<file path="config.mk">
export PLATFORM = sky130hd
export DESIGN_NAME = oam_dma_controller
export DESIGN_NICKNAME = d
export VERILOG_FILES = /design/src/rtl/oam_dma_controller.sv
export SDC_FILE = /design/constraint.sdc
export NUM_CORES = 1
export LEC_CHECK = 0
export BUFFER_PORTS_ARGS = -buffer_cell sky130_fd_sc_hd__buf_2
export CELL_PAD_IN_SITES_DETAIL_PLACEMENT = 0
export CELL_PAD_IN_SITES_GLOBAL_PLACEMENT = 1
export CORE_ASPECT_RATIO = 0.6
export CORE_UTILIZATION = 30
export CTS_CLUSTER_SIZE = 25
export DETAILED_ROUTE_END_ITERATION = 8
export PLACE_DENSITY_LB_ADDON = 0.15
export SETUP_SLACK_MARGIN = 0.02
export SYNTH_ARGS = -nofsm -noshare
export SYNTH_HDL_FRONTEND = slang
export SYNTH_SLANG_ARGS = --single-unit
</file>
<file path="constraint.sdc">
create_clock -name i_clk -period 1.69 [get_ports i_clk]
set_input_delay 0.338 -clock i_clk [delete_from_list [all_inputs] [get_ports i_clk]]
set_output_delay 0.338 -clock i_clk [all_outputs]
set_load 0.02 [all_outputs]
</file>
<file path="src/rtl/oam_dma_controller.sv">
// oam_dma_controller: copies one 256-byte CPU page to the OAM data port 16'h2004.
// Define OAM_DMA_ALIGN_EN to add the read/write parity alignment cycle.
module oam_dma_controller (
    input  logic        i_clk,
    input  logic        i_reset_n,
    input  logic        i_clk_en,
    input  logic        i_cpu_rw,
    input  logic [15:0] i_cpu_address,
    input  logic [7:0]  i_cpu_data,
    input  logic [7:0]  i_data,
    output logic        o_rdy,
    output logic        o_bus_owner,
    output logic [15:0] o_address,
    output logic [7:0]  o_data,
    output logic        o_rw,
    output logic        o_busy
);

    localparam logic [15:0] DMA_REG  = 16'h4014;
    localparam logic [15:0] OAM_DATA = 16'h2004;

    typedef enum logic [2:0] {
        IDLE  = 3'd0,
        HALT  = 3'd1,
`ifdef OAM_DMA_ALIGN_EN
        ALIGN = 3'd2,
`endif
        READ  = 3'd3,
        WRITE = 3'd4
    } state_t;

    state_t     state_q;
    state_t     state_d;
    logic [7:0] page_q;
    logic [7:0] idx_q;
    logic [7:0] data_q;
    logic       trigger;

    assign trigger = !i_cpu_rw && (i_cpu_address == DMA_REG);

`ifdef OAM_DMA_ALIGN_EN
    logic parity_q;

    always_ff @(negedge i_clk or negedge i_reset_n) begin
        if (!i_reset_n) begin
            parity_q <= 1'b0;
        end else if (i_clk_en) begin
            parity_q <= ~parity_q;
        end
    end
`endif

    always_ff @(negedge i_clk or negedge i_reset_n) begin
        if (!i_reset_n) begin
            state_q <= IDLE;
        end else if (i_clk_en) begin
            state_q <= state_d;
        end
    end

    always_comb begin
        state_d = state_q;
        unique case (state_q)
            IDLE: begin
                if (trigger) begin
                    state_d = HALT;
                end
            end
            HALT: begin
                // A CPU write cycle cannot be stalled; wait for a read.
                if (i_cpu_rw) begin
`ifdef OAM_DMA_ALIGN_EN
                    state_d = parity_q ? READ : ALIGN;
`else
                    state_d = READ;
`endif
                end
            end
`ifdef OAM_DMA_ALIGN_EN
            ALIGN: begin
                state_d = READ;
            end
`endif
            READ: begin
                state_d = WRITE;
            end
            WRITE: begin
                state_d = (idx_q == 8'hFF) ? IDLE : READ;
            end
            default: begin
                state_d = IDLE;
            end
        endcase
    end

    always_ff @(negedge i_clk or negedge i_reset_n) begin
        if (!i_reset_n) begin
            page_q <= 8'h00;
            idx_q  <= 8'h00;
            data_q <= 8'h00;
        end else if (i_clk_en) begin
            if (state_q == IDLE && trigger) begin
                page_q <= i_cpu_data;
                idx_q  <= 8'h00;
            end
            if (state_q == READ) begin
                data_q <= i_data;
            end
            if (state_q == WRITE) begin
                idx_q <= idx_q + 8'd1;
            end
        end
    end

    always_comb begin
        o_rdy       = 1'b1;
        o_bus_owner = 1'b0;
        o_rw        = 1'b1;
        o_address   = 16'h0000;
        o_data      = 8'h00;
        unique case (state_q)
            IDLE: begin
                o_rdy = 1'b1;
            end
            HALT: begin
                o_rdy = 1'b0;
            end
`ifdef OAM_DMA_ALIGN_EN
            ALIGN: begin
                o_rdy = 1'b0;
            end
`endif
            READ: begin
                o_rdy       = 1'b0;
                o_bus_owner = 1'b1;
                o_address   = {page_q, idx_q};
            end
            WRITE: begin
                o_rdy       = 1'b0;
                o_bus_owner = 1'b1;
                o_rw        = 1'b0;
                o_address   = OAM_DATA;
                o_data      = data_q;
            end
            default: begin
                o_rdy = 1'b1;
            end
        endcase
    end

    assign o_busy = (state_q != IDLE);

endmodule

</file>
=== After elaboration in Yosys (flattened, before gate mapping) ===
Cells that the tools add are included.

* Add/subtract/negate cells: 1
* Equality and inequality tests: 7
* Muxes and demuxes: 11
* Reduce and logical (&&, ||, !) cells: 12

{| class="wikitable"
|+ Operator list
! kind !! count
|-
| 16-bit one-hot mux with 2 select lines || 1
|-
| 8-bit two-way mux || 3
|-
| 16-bit by 15-bit == test with 1-bit output (second input constant) || 1
|-
| 3-bit one-hot mux with 4 select lines || 1
|-
| 8-bit by 1-bit adder with 8-bit output (second input constant) || 1
|-
| 8-bit == test (second input constant) || 1
|-
| 3-bit two-way mux || 2
|-
| 2-bit AND reduction || 3
|-
| 2-bit != test (second input constant) || 2
|-
| 3-bit by 1-bit == test with 1-bit output (second input constant) || 1
|-
| 3-bit by 2-bit == test with 1-bit output (second input constant) || 1
|-
| 3-bit == test (second input constant) || 1
|-
| 3-bit logical NOT || 1
|-
| 1-bit two-way mux || 3
|-
| 3-bit AND reduction || 1
|-
| 3-bit nonzero test || 1
|-
| 3-bit OR reduction || 1
|-
| 1-bit logical AND || 2
|-
| 2-bit two-way mux || 1
|-
| 2-bit nonzero test || 1
|-
| 2-bit OR reduction || 1
|-
| 1-bit logical NOT || 1
|}

* Bits in registers: 27
* Input bits: 36
* Output and inout port bits: 28

=== Longest topological paths before layout ===
Gate-level depths: netlist of the first run.

* Depth in word-level cells: 5
* Mapped depth: 6

==> results of run 1 <==
worst register-to-register path, stage by stage, from the launching register on:
cell,delay (ns)
dfrtn_1,0.40
buf_4,0.16
buf_4,0.15
nor4_4,0.30
nand3_2,0.15
nor3_4,0.18
buf_12,0.16
mux2_4,0.30
power groups by stage:
stage	clock [uW]	sequential [uW]	combinational, uW
finish	380	938	1750
global placement	0	926	1310
CTS	390	923	1710
global route	420	956	1870
detailed placement	0	932	1340
floorplan	0	938	844
repair_timing:
item,CTS,global route
endpoints found under the hold margin,0,0
setup buffers,12,5
gates resized for setup,94,17
gates cloned,2,0
pin swaps,15,19
endpoints found under the setup margin,54,54
cell families (layout without fill, tap and decap cells):
family,count (synthesis),after routing,share of synthesized area (%)
AND/OR/NAND/NOR,75,76,29.8
flip-flops,27,27,45.9
AO/OA/AOI/OAI,19,19,7.65
multiplexers,17,17,13.0
buffers and inverters,11,119,2.80
adder cells (fa/ha/maj),1,1,0.849
worst paths after layout:
| path | start | to | slack, ns | cells past startpoint |
|---|---|---|---|---|
| worst max-delay path | state_q[0] | o_address[2] | -1.01 | 6 |
| worst min-delay path | page_q[7] | page_q[7] | 0.46 | 1 |
| worst max register to register | state_q[2] | page_q[0] | -0.26 | 7 |
| worst min register to register | page_q[7] | page_q[7] | 0.46 | 1 |
| max in group asynchronous | i_reset_n | data_q[4] | 0.78 | 2 |
| min in group asynchronous | i_reset_n | data_q[6] | 0.71 | 2 |
through the flow:
stage | hold WS, ns | setup slack [ns]
2_1_floorplan | 0.441 | -0.781
3_3_place_gp | 0.452 | -0.896
3_5_place_dp | 0.458 | -0.953
4_1_cts | 0.464 | -1.02
5_1_grt | 0.485 | -1.05
6_report | 0.464 | -1.01
final cells by class:
cell class / count / area (um^2)
Clock inverter: 1 / 5.00
Clock buffer: 3 / 41.3
Multi-Input combinational cell: 113 / 1130
Sequential cell: 27 / 676
Timing Repair Buffer: 110 / 993
Fill cell: 364 / 1690
Inverter: 5 / 23.8
Tap cell: 63 / 78.8
flip-flops by register name (all words and copies together), names as in the netlist:
register and cells:
page_q 8, idx_q 8, data_q 8, state_q 3
Yosys cell counts, types with 2 or more instances:
cell type / count / area [um^2]
nor3_1: 4 / 20.0
dfrtn_1: 27 / 676
clkbuf_1: 6 / 22.5
and3_1: 14 / 87.6
a31oi_1: 3 / 18.8
nand3_1: 4 / 20.0
nor2_1: 2 / 7.51
and2_1: 9 / 56.3
nor4_1: 3 / 18.8
inv_1: 5 / 18.8
nor2b_1: 2 / 12.5
o21ai_0: 12 / 60.1
nand2_1: 22 / 82.6
or2_2: 4 / 25.0
mux2_2: 17 / 191
metal layers:
metal  vias up  part of all wire [%]  GRT usage [%]
met3         4                   3.2           4.61
met4         0                  0.87           4.24
met2        29                    51           33.0
met1       755                    45           25.5
li1        752                     -              -
met5         -                     0              0
==> impl_metrics.yaml, run 1 <==
setup_path:
  path_class: "flip-flop to primary output"
  crit_path_max_incr_delay_ns: 0.47
  cp.arrival_ns: 2.37
  cp.required_ns: 1.35
  cpLargestDelayFamily: "simple AND/OR/NAND/NOR gates"
  cpMostUsedCell: "buf_6"
  crit_buf_inv: 2
  worst-path-max-fanout: 4
  crit_chain: "buf_6 > nor2b_4 > and2_4 > nand2_2 > nand2_4 > buf_6"
  cp-start-kind: "flip-flop"
  cp-end-kind: "primary output"
  slowest_stage: "dfrtn_1"
synthesis:
  ys_seq_area_share_pct: 45.9
  syn-num-nets: 187
  syn-cell-area_mm2: 0.00147
  synth_seq_cells: 27
  synth_top_flop_cell: "dfrtn_1"
  avgSynthCellArea_um2: 9.82
  synth_edf_count: 0
  synthArstFlopShare_pct: 100
  ys.warnings.count: 0
  syn_inst: 150
  yosysUniqueCellTypes: 31
sta:
  final-setup-viol-count: 50
  tightestPinTransition_ns: 0.273
  fin_skew_ns: 0.00353
  slew_headroom_pct: 81.7
  drv_slew: 0
  finalHoldViolCount: 0
  setup_slack_ns: -1.01
  rsz0062_at_grt: "true"
  fin_tns_setup_ns: -35.18
final_layout:
  drive_gt1_share_pct: 74.5
  antennaDiodeCount: 0
  layout_commonest_cell: "buf_6"
  synthToLayoutAreaGrowth_pct: 100
  final_util_pct: 63.6
  final_cells: 322
  mostFrequentLayoutCells: "44 x buf_6, 33 x buf_4, 27 x dfrtn_1, 26 x buf_2, 16 x mux2_4"
  nets: 297
  final_area_mm2: 0.00295
placement:
  dp_hpwl_um: 3170
  gp_congestion: 0.772
  dp.cells: 304
  placed_cell_area_mm2: 0.00240
  port_buffers: 63
power:
  switchingPower_uw: 1100
  intPower_uw: 1970
  power_density_mw_per_mm2: 1040
  finalPower_uw: 3070
  swShare_pct: 35.9
  irDropWorstVdd_mv: 0.615
  p_seq_share_pct: 30.6
  p_clk_share_pct: 12.4
  p_leak_uw: 0.00142
  p_comb_share_pct: 57.1
outcome:
  violations: "negative setup slack"
  status: "complete, but fails checks"
grt:
  overflow: 0
  grt_start_max_net_pins: 28
  antenna_found_initial: 0
  grt_pass1_wl_um: 7890
  grt_pass1_vias: 1632
  grtUsageTotal_pct: 19.5
clock_tree:
  cts-buffers-inserted: 3
  path_clk_slew_ns: 0.06
  cts.path.max_buffers: 2
  cts_hold_buf: 0
  cts_root_buf: "clkbuf_8"
  cts.sink_count: 27
  cts_tree: "built"
  h-tree-depth: 1
  clkLatencyLatePin_ns: 0.28
detailed_routing:
  vias: 1540
  drcViolationCount: 0
  detail_route.wl_per_cell_um: 14.9
  routed_wl_um: 4810
  drt-initial-drc-count: 31
  drtPass1Iterations: 4
  ant_nets: 0
  drt-vias-per-instance: 4.78
job:
  cap_violations: 0
floorplan:
  die_height_um: 56.3
  initial_core_util_pct: 31.8
  core_area_mm2: 0.00464
  die_w_um: 92.5
  rows: 19
  pin_count: 64
  dieArea_mm2: 0.00520
worst_hold_path:
  hold_class: "flip-flop to flip-flop"
(Power assumes the default switching activity.)
==> inputs of run 2 (changes only) <==
--- a/config.mk
+++ b/config.mk
@@ -5,13 +5,13 @@
 export SDC_FILE = /design/constraint.sdc
 export NUM_CORES = 1
 export LEC_CHECK = 0
-export BUFFER_PORTS_ARGS = -buffer_cell sky130_fd_sc_hd__buf_2
 export CELL_PAD_IN_SITES_DETAIL_PLACEMENT = 0
 export CELL_PAD_IN_SITES_GLOBAL_PLACEMENT = 1
 export CORE_ASPECT_RATIO = 0.6
 export CORE_UTILIZATION = 30
 export CTS_CLUSTER_SIZE = 25
 export DETAILED_ROUTE_END_ITERATION = 8
+export DONT_BUFFER_PORTS = 1
 export PLACE_DENSITY_LB_ADDON = 0.15
 export SETUP_SLACK_MARGIN = 0.02
 export SYNTH_ARGS = -nofsm -noshare
==> run 2 against run 1 <==
- the run still ends with negative setup slack left
- hold slack about the same
- non-clock buffer count down 74
- clock skew shrank 0.00085 ns
- cell count decreased by 23%
- sequential power decreased by 0.7%
- global-route usage decreased by 3.1 points
- first-iteration DRC count shrank 55%
- sequential share of layout area increased by 6.4 points
- register-to-register slack better by 0.03 ns
- routed wire length decreased by 15%
- flip-flop and latch count did not move
- critical path depth is 2 lower
==> impl_metrics.yaml, run 2 (same netlist as run 1, synthesis figures left out) <==
final_layout:
  antennaDiodeCount: 0
  synthToLayoutAreaGrowth_pct: 56.2
  nets: 222
  layout_commonest_cell: "dfrtn_1"
  mostFrequentLayoutCells: "27 x dfrtn_1, 24 x buf_4, 16 x mux2_4, 14 x and3_4, 14 x nand2_1"
  drive_gt1_share_pct: 63.6
  largestRegisters: "data_q: 8 flops, idx_q: 8 flops, page_q: 8 flops"
  nFillCells: 432
setup_path:
  worst-path-max-fanout: 5
  slowest_stage: "dfrtn_1"
  crit_buf_inv: 2
  cpLargestDelayFamily: "flip-flops"
  crit_path_max_incr_delay_ns: 0.49
  cp.required_ns: 1.35
  cp-start-kind: "flip-flop"
  crit_chain: "nor3b_4 > buf_6 > buf_16 > or2_4"
  worstSetupStartpoint: "state_q[1]"
  path_class: "flip-flop to primary output"
  cp.arrival_ns: 2.22
  cp-end-kind: "primary output"
  r2r-start: "state_q[2]"
detailed_routing:
  drcViolationCount: 0
  routed_wl_um: 4070
  drt-initial-drc-count: 14
  drtPass1Iterations: 4
  detail_route.wl_per_cell_um: 16.5
  vias: 1274
  ant_nets: 0
  drt-vias-per-instance: 5.16
placement:
  dp_hpwl_um: 2930
  port_buffers: 0
  pre_cts_ws_ns: -0.811
  gp_congestion: 0.758
clock_tree:
  cts_hold_buf: 0
  cts-buffers-inserted: 3
  clkLatencyLatePin_ns: 0.28
  cts_tree: "built"
  cts.path.max_buffers: 2
  h-tree-depth: 1
  cts.sink_count: 27
  cts_root_buf: "clkbuf_8"
  path_clk_slew_ns: 0.06
grt:
  grt_start_max_net_pins: 28
  overflow: 0
  grt_pass1_wl_um: 6620
  antenna_found_initial: 0
  grt_pass1_vias: 1259
  grtUsageTotal_pct: 16.4
job:
  cap_violations: 0
power:
  finalPower_uw: 2710
  power_density_mw_per_mm2: 1180
  p_leak_uw: 0.00104
  irDropWorstVdd_mv: 0.715
floorplan:
  pin_count: 64
  dieArea_mm2: 0.00520
  die_height_um: 56.3
  rows: 19
  die_w_um: 92.5
  initial_core_util_pct: 31.8
  core_area_mm2: 0.00464
sta:
  fin_tns_setup_ns: -30.27
  finalHoldViolCount: 0
  setup_slack_ns: -0.868
  final-setup-viol-count: 45
  holdWs_ns: 0.464
  rsz0062_at_grt: "true"
  drv_slew: 0
  tightestPinTransition_ns: 0.346
  slew_headroom_pct: 76.9
  fin_skew_ns: 0.00269
worst_hold_path:
  hold_class: "flip-flop to flip-flop"
  min_from: "data_q[0]"
outcome:
  status: "complete, but fails checks"
  violations: "negative setup slack"
[run 2: cell types whose count changed in the layout (fill, tap and decap cells not counted), sizes merged]
| cell | delta |
|---|---|
| clkbuf | +1 |
| clkinv | -1 |
| nand2 | -1 |
| buf | -74 |
[run 2: where the power goes]
part | internal [uW] | switching [uW]
logic | 751 | 656
clock network | 169 | 199
registers | 816 | 115
[run 2: worst paths after layout]
| path | slack [ns] | to | cells after the start |
|---|---|---|---|
| max | -0.87 | o_bus_owner | 4 |
| min | 0.46 | data_q[0] | 1 |
| max reg2reg | -0.23 | page_q[7] | 7 |
| min reg2reg | 0.46 | data_q[0] | 1 |
| max in group asynchronous | 1.11 | idx_q[6] | 0 |
| min in group asynchronous | 0.47 | page_q[1] | 0 |
[run 2: timing repair]
| item | in CTS | in global routing |
|---|---|---|
| setup endpoints to repair | 46 | 53 |
| resized for setup | 30 | 8 |
| setup buffers | 6 | 1 |
| cloned | 1 | 0 |
| pin swaps | 15 | 7 |
[run 2: final cells by class]
type / count / area (um^2) / share of cell area [%]
multi-input cells: 112 / 1120 / 48.6
flip-flops and latches: 27 / 676 / 29.4
repair buffers: 36 / 358 / 15.6
well taps: 63 / 78.8 / 3.43
clock buffers: 4 / 45.0 / 1.96
inverters: 5 / 26.3 / 1.14
[run 2: through the flow]
stage / std cells / utilization [%] / cell area (um^2)
after floorplan: 150 / - / 1800
after global placement: 235 / 43.8 / 2030
after detailed placement: 235 / 43.8 / 2030
after CTS: 246 / 48.7 / 2260
after global routing: 247 / 49.6 / 2300
final: 247 / 49.6 / 2300
[run 2: routing by layer]
layer | up-vias | wire [um] | global-route usage (%)
met3 | 4 | 252 | 5.42
met2 | 38 | 2010 | 25.9
met1 | 636 | 1780 | 21.9
li1 | 596 | - | -
met4 | 0 | 29 | 3.57
met5 | - | 0 | 0
==> inputs of run 3 (changes only) <==
--- a/config.mk
+++ b/config.mk
@@ -14,6 +14,7 @@
 export DONT_BUFFER_PORTS = 1
 export PLACE_DENSITY_LB_ADDON = 0.15
 export SETUP_SLACK_MARGIN = 0.02
+export SKIP_CTS_REPAIR_TIMING = 1
 export SYNTH_ARGS = -nofsm -noshare
 export SYNTH_HDL_FRONTEND = slang
 export SYNTH_SLANG_ARGS = --single-unit
==> run 3 against run 2 <==
- the run still ends with negative setup slack left
- clock skew decreased by 0.00083 ns
- register-to-register slack better by 0.04 ns
- flip-flop and latch count stayed put
- hold slack worse by 0.00075 ns
- count of clock-buffer cells in the layout did not move
- first-iteration DRC count is 79% higher
- clock power hardly changed
- largest power group unchanged
==> impl_metrics.yaml, run 3 (same netlist as run 1, synthesis figures left out) <==
placement:
  dp_hpwl_um: 2930
  port_buffers: 0
  gp_congestion: 0.758
  pre_cts_ws_ns: -0.811
detailed_routing:
  drt-met1-wl_um: 1810
  detail_route.wl_per_cell_um: 16.2
  vias: 1251
  wl_met2_um: 1920
  dr.max_layer_used: "met4"
  dr_wl_met3_um: 187
  drt-initial-drc-count: 25
  drtPass1Iterations: 4
  routed_wl_um: 3950
  ant_nets: 0
  drt-vias-per-instance: 5.13
  drcViolationCount: 0
clock_tree:
  cts_root_buf: "clkbuf_8"
  cts.sink_count: 27
  h-tree-depth: 1
  cts_tree: "built"
  cts.path.max_buffers: 2
  cts-buffers-inserted: 3
  path_clk_slew_ns: 0.06
  clkLatencyLatePin_ns: 0.28
sta:
  rsz0062_at_grt: "true"
  drv_slew: 0
  final-setup-viol-count: 44
  fin_skew_ns: 0.00186
  fin_tns_setup_ns: -29.91
  setup_slack_ns: -0.878
  slew_headroom_pct: 82.8
  finalHoldViolCount: 0
  tightestPinTransition_ns: 0.256
floorplan:
  pin_count: 64
  rows: 19
  initial_core_util_pct: 31.8
  dieArea_mm2: 0.00520
  die_w_um: 92.5
  core_area_mm2: 0.00464
  die_height_um: 56.3
setup_path:
  cp-end-kind: "primary output"
  r2r_cells: 7
  cp.required_ns: 1.35
  path_class: "flip-flop to primary output"
  cp.arrival_ns: 2.23
  r2r_slack_ns: -0.19
  cp-start-kind: "flip-flop"
  r2r-start: "state_q[2]"
  worst-path-max-fanout: 7
  reg2reg_to: "page_q[7]"
final_layout:
  largestRegisters: "data_q: 8 flops, idx_q: 8 flops, page_q: 8 flops"
  nets: 219
  synthToLayoutAreaGrowth_pct: 51.5
  final_util_pct: 48.1
  nFillCells: 439
  mostFrequentLayoutCells: "27 x dfrtn_1, 24 x buf_4, 16 x mux2_4, 14 x and3_4, 14 x nand2_1"
  final-seq-area_um2: 676
  drive_gt1_share_pct: 62.4
  antennaDiodeCount: 0
  multi_input_area_mm2: 0.00110
  layout_commonest_cell: "dfrtn_1"
power:
  irDropWorstVdd_mv: 0.675
  finalPower_uw: 2640
  power_density_mw_per_mm2: 1180
  p_leak_uw: 0.00100
grt:
  grt_pass1_wl_um: 6280
  grtUsageTotal_pct: 15.6
  grt_pass1_vias: 1220
  overflow: 0
  antenna_found_initial: 0
  grt_start_max_net_pins: 28
worst_hold_path:
  min_from: "page_q[2]"
  min_path_cells: 1
  hold_path_end: "page_q[2]"
  hold_class: "flip-flop to flip-flop"
outcome:
  violations: "negative setup slack"
  status: "complete, but fails checks"
job:
  cap_violations: 0
[run 3: cell count changes in the layout (fill, tap and decap cells not counted)]
cell / before / now
nand2_4: 5 / 4
inv_6: 0 / 1
buf_6: 8 / 6
buf_16: 1 / 0
nand3_4: 1 / 0
inv_8: 1 / 0
nand2_2: 3 / 4
nand3_1: 1 / 2
[run 3: stage by stage]
stage | hold WS (ns) | area, um^2 | instances
after global routing | 0.458 | 2230 | 244
after floorplan | 0.441 | 1800 | 150
after detailed placement | 0.456 | 2030 | 235
final | 0.463 | 2230 | 244
after CTS | 0.463 | 2080 | 239
after global placement | 0.452 | 2030 | 235
[run 3: report_power, final]
part	leakage (uW)	internal, uW	total, uW	switching (uW)
sequential	0.000355	816	931	115
combinational	0.000623	707	1350	639
clock	0.0000228	169	365	196
[run 3: cell type report]
type	instances	share of cell area, %
clock buffer	4	2.02
tap	63	3.53
timing repair buffer	33	13.8
inverter	5	1.07
multi-input combinational	112	49.3
sequential	27	30.3
[run 3: layer usage]
| metal | vias to the layer above | track usage [%] |
|---|---|---|
| met5 | - | 0 |
| met4 | 0 | 4.24 |
| met3 | 4 | 4.88 |
| met2 | 31 | 25.2 |
| met1 | 625 | 20.3 |
| li1 | 591 | - |
[run 3: worst max-delay path, stage by stage (launching register included)]
cell     delay, ns
dfrtn_1       0.47
nor2b_4       0.25
buf_6         0.16
and3_4        0.22
[run 3: how the worst max path moves through the flow]
stage                startpoint       endpoint  depth (start not counted)
2_1_floorplan  i_cpu_address[3]      page_q[1]                          4
3_3_place_gp   i_cpu_address[3]      page_q[1]                          5
3_5_place_dp   i_cpu_address[3]      page_q[5]                          5
4_1_cts              state_q[0]  o_address[13]                          4
5_1_grt              state_q[0]   o_address[5]                          3
6_report             state_q[0]   o_address[5]                          3
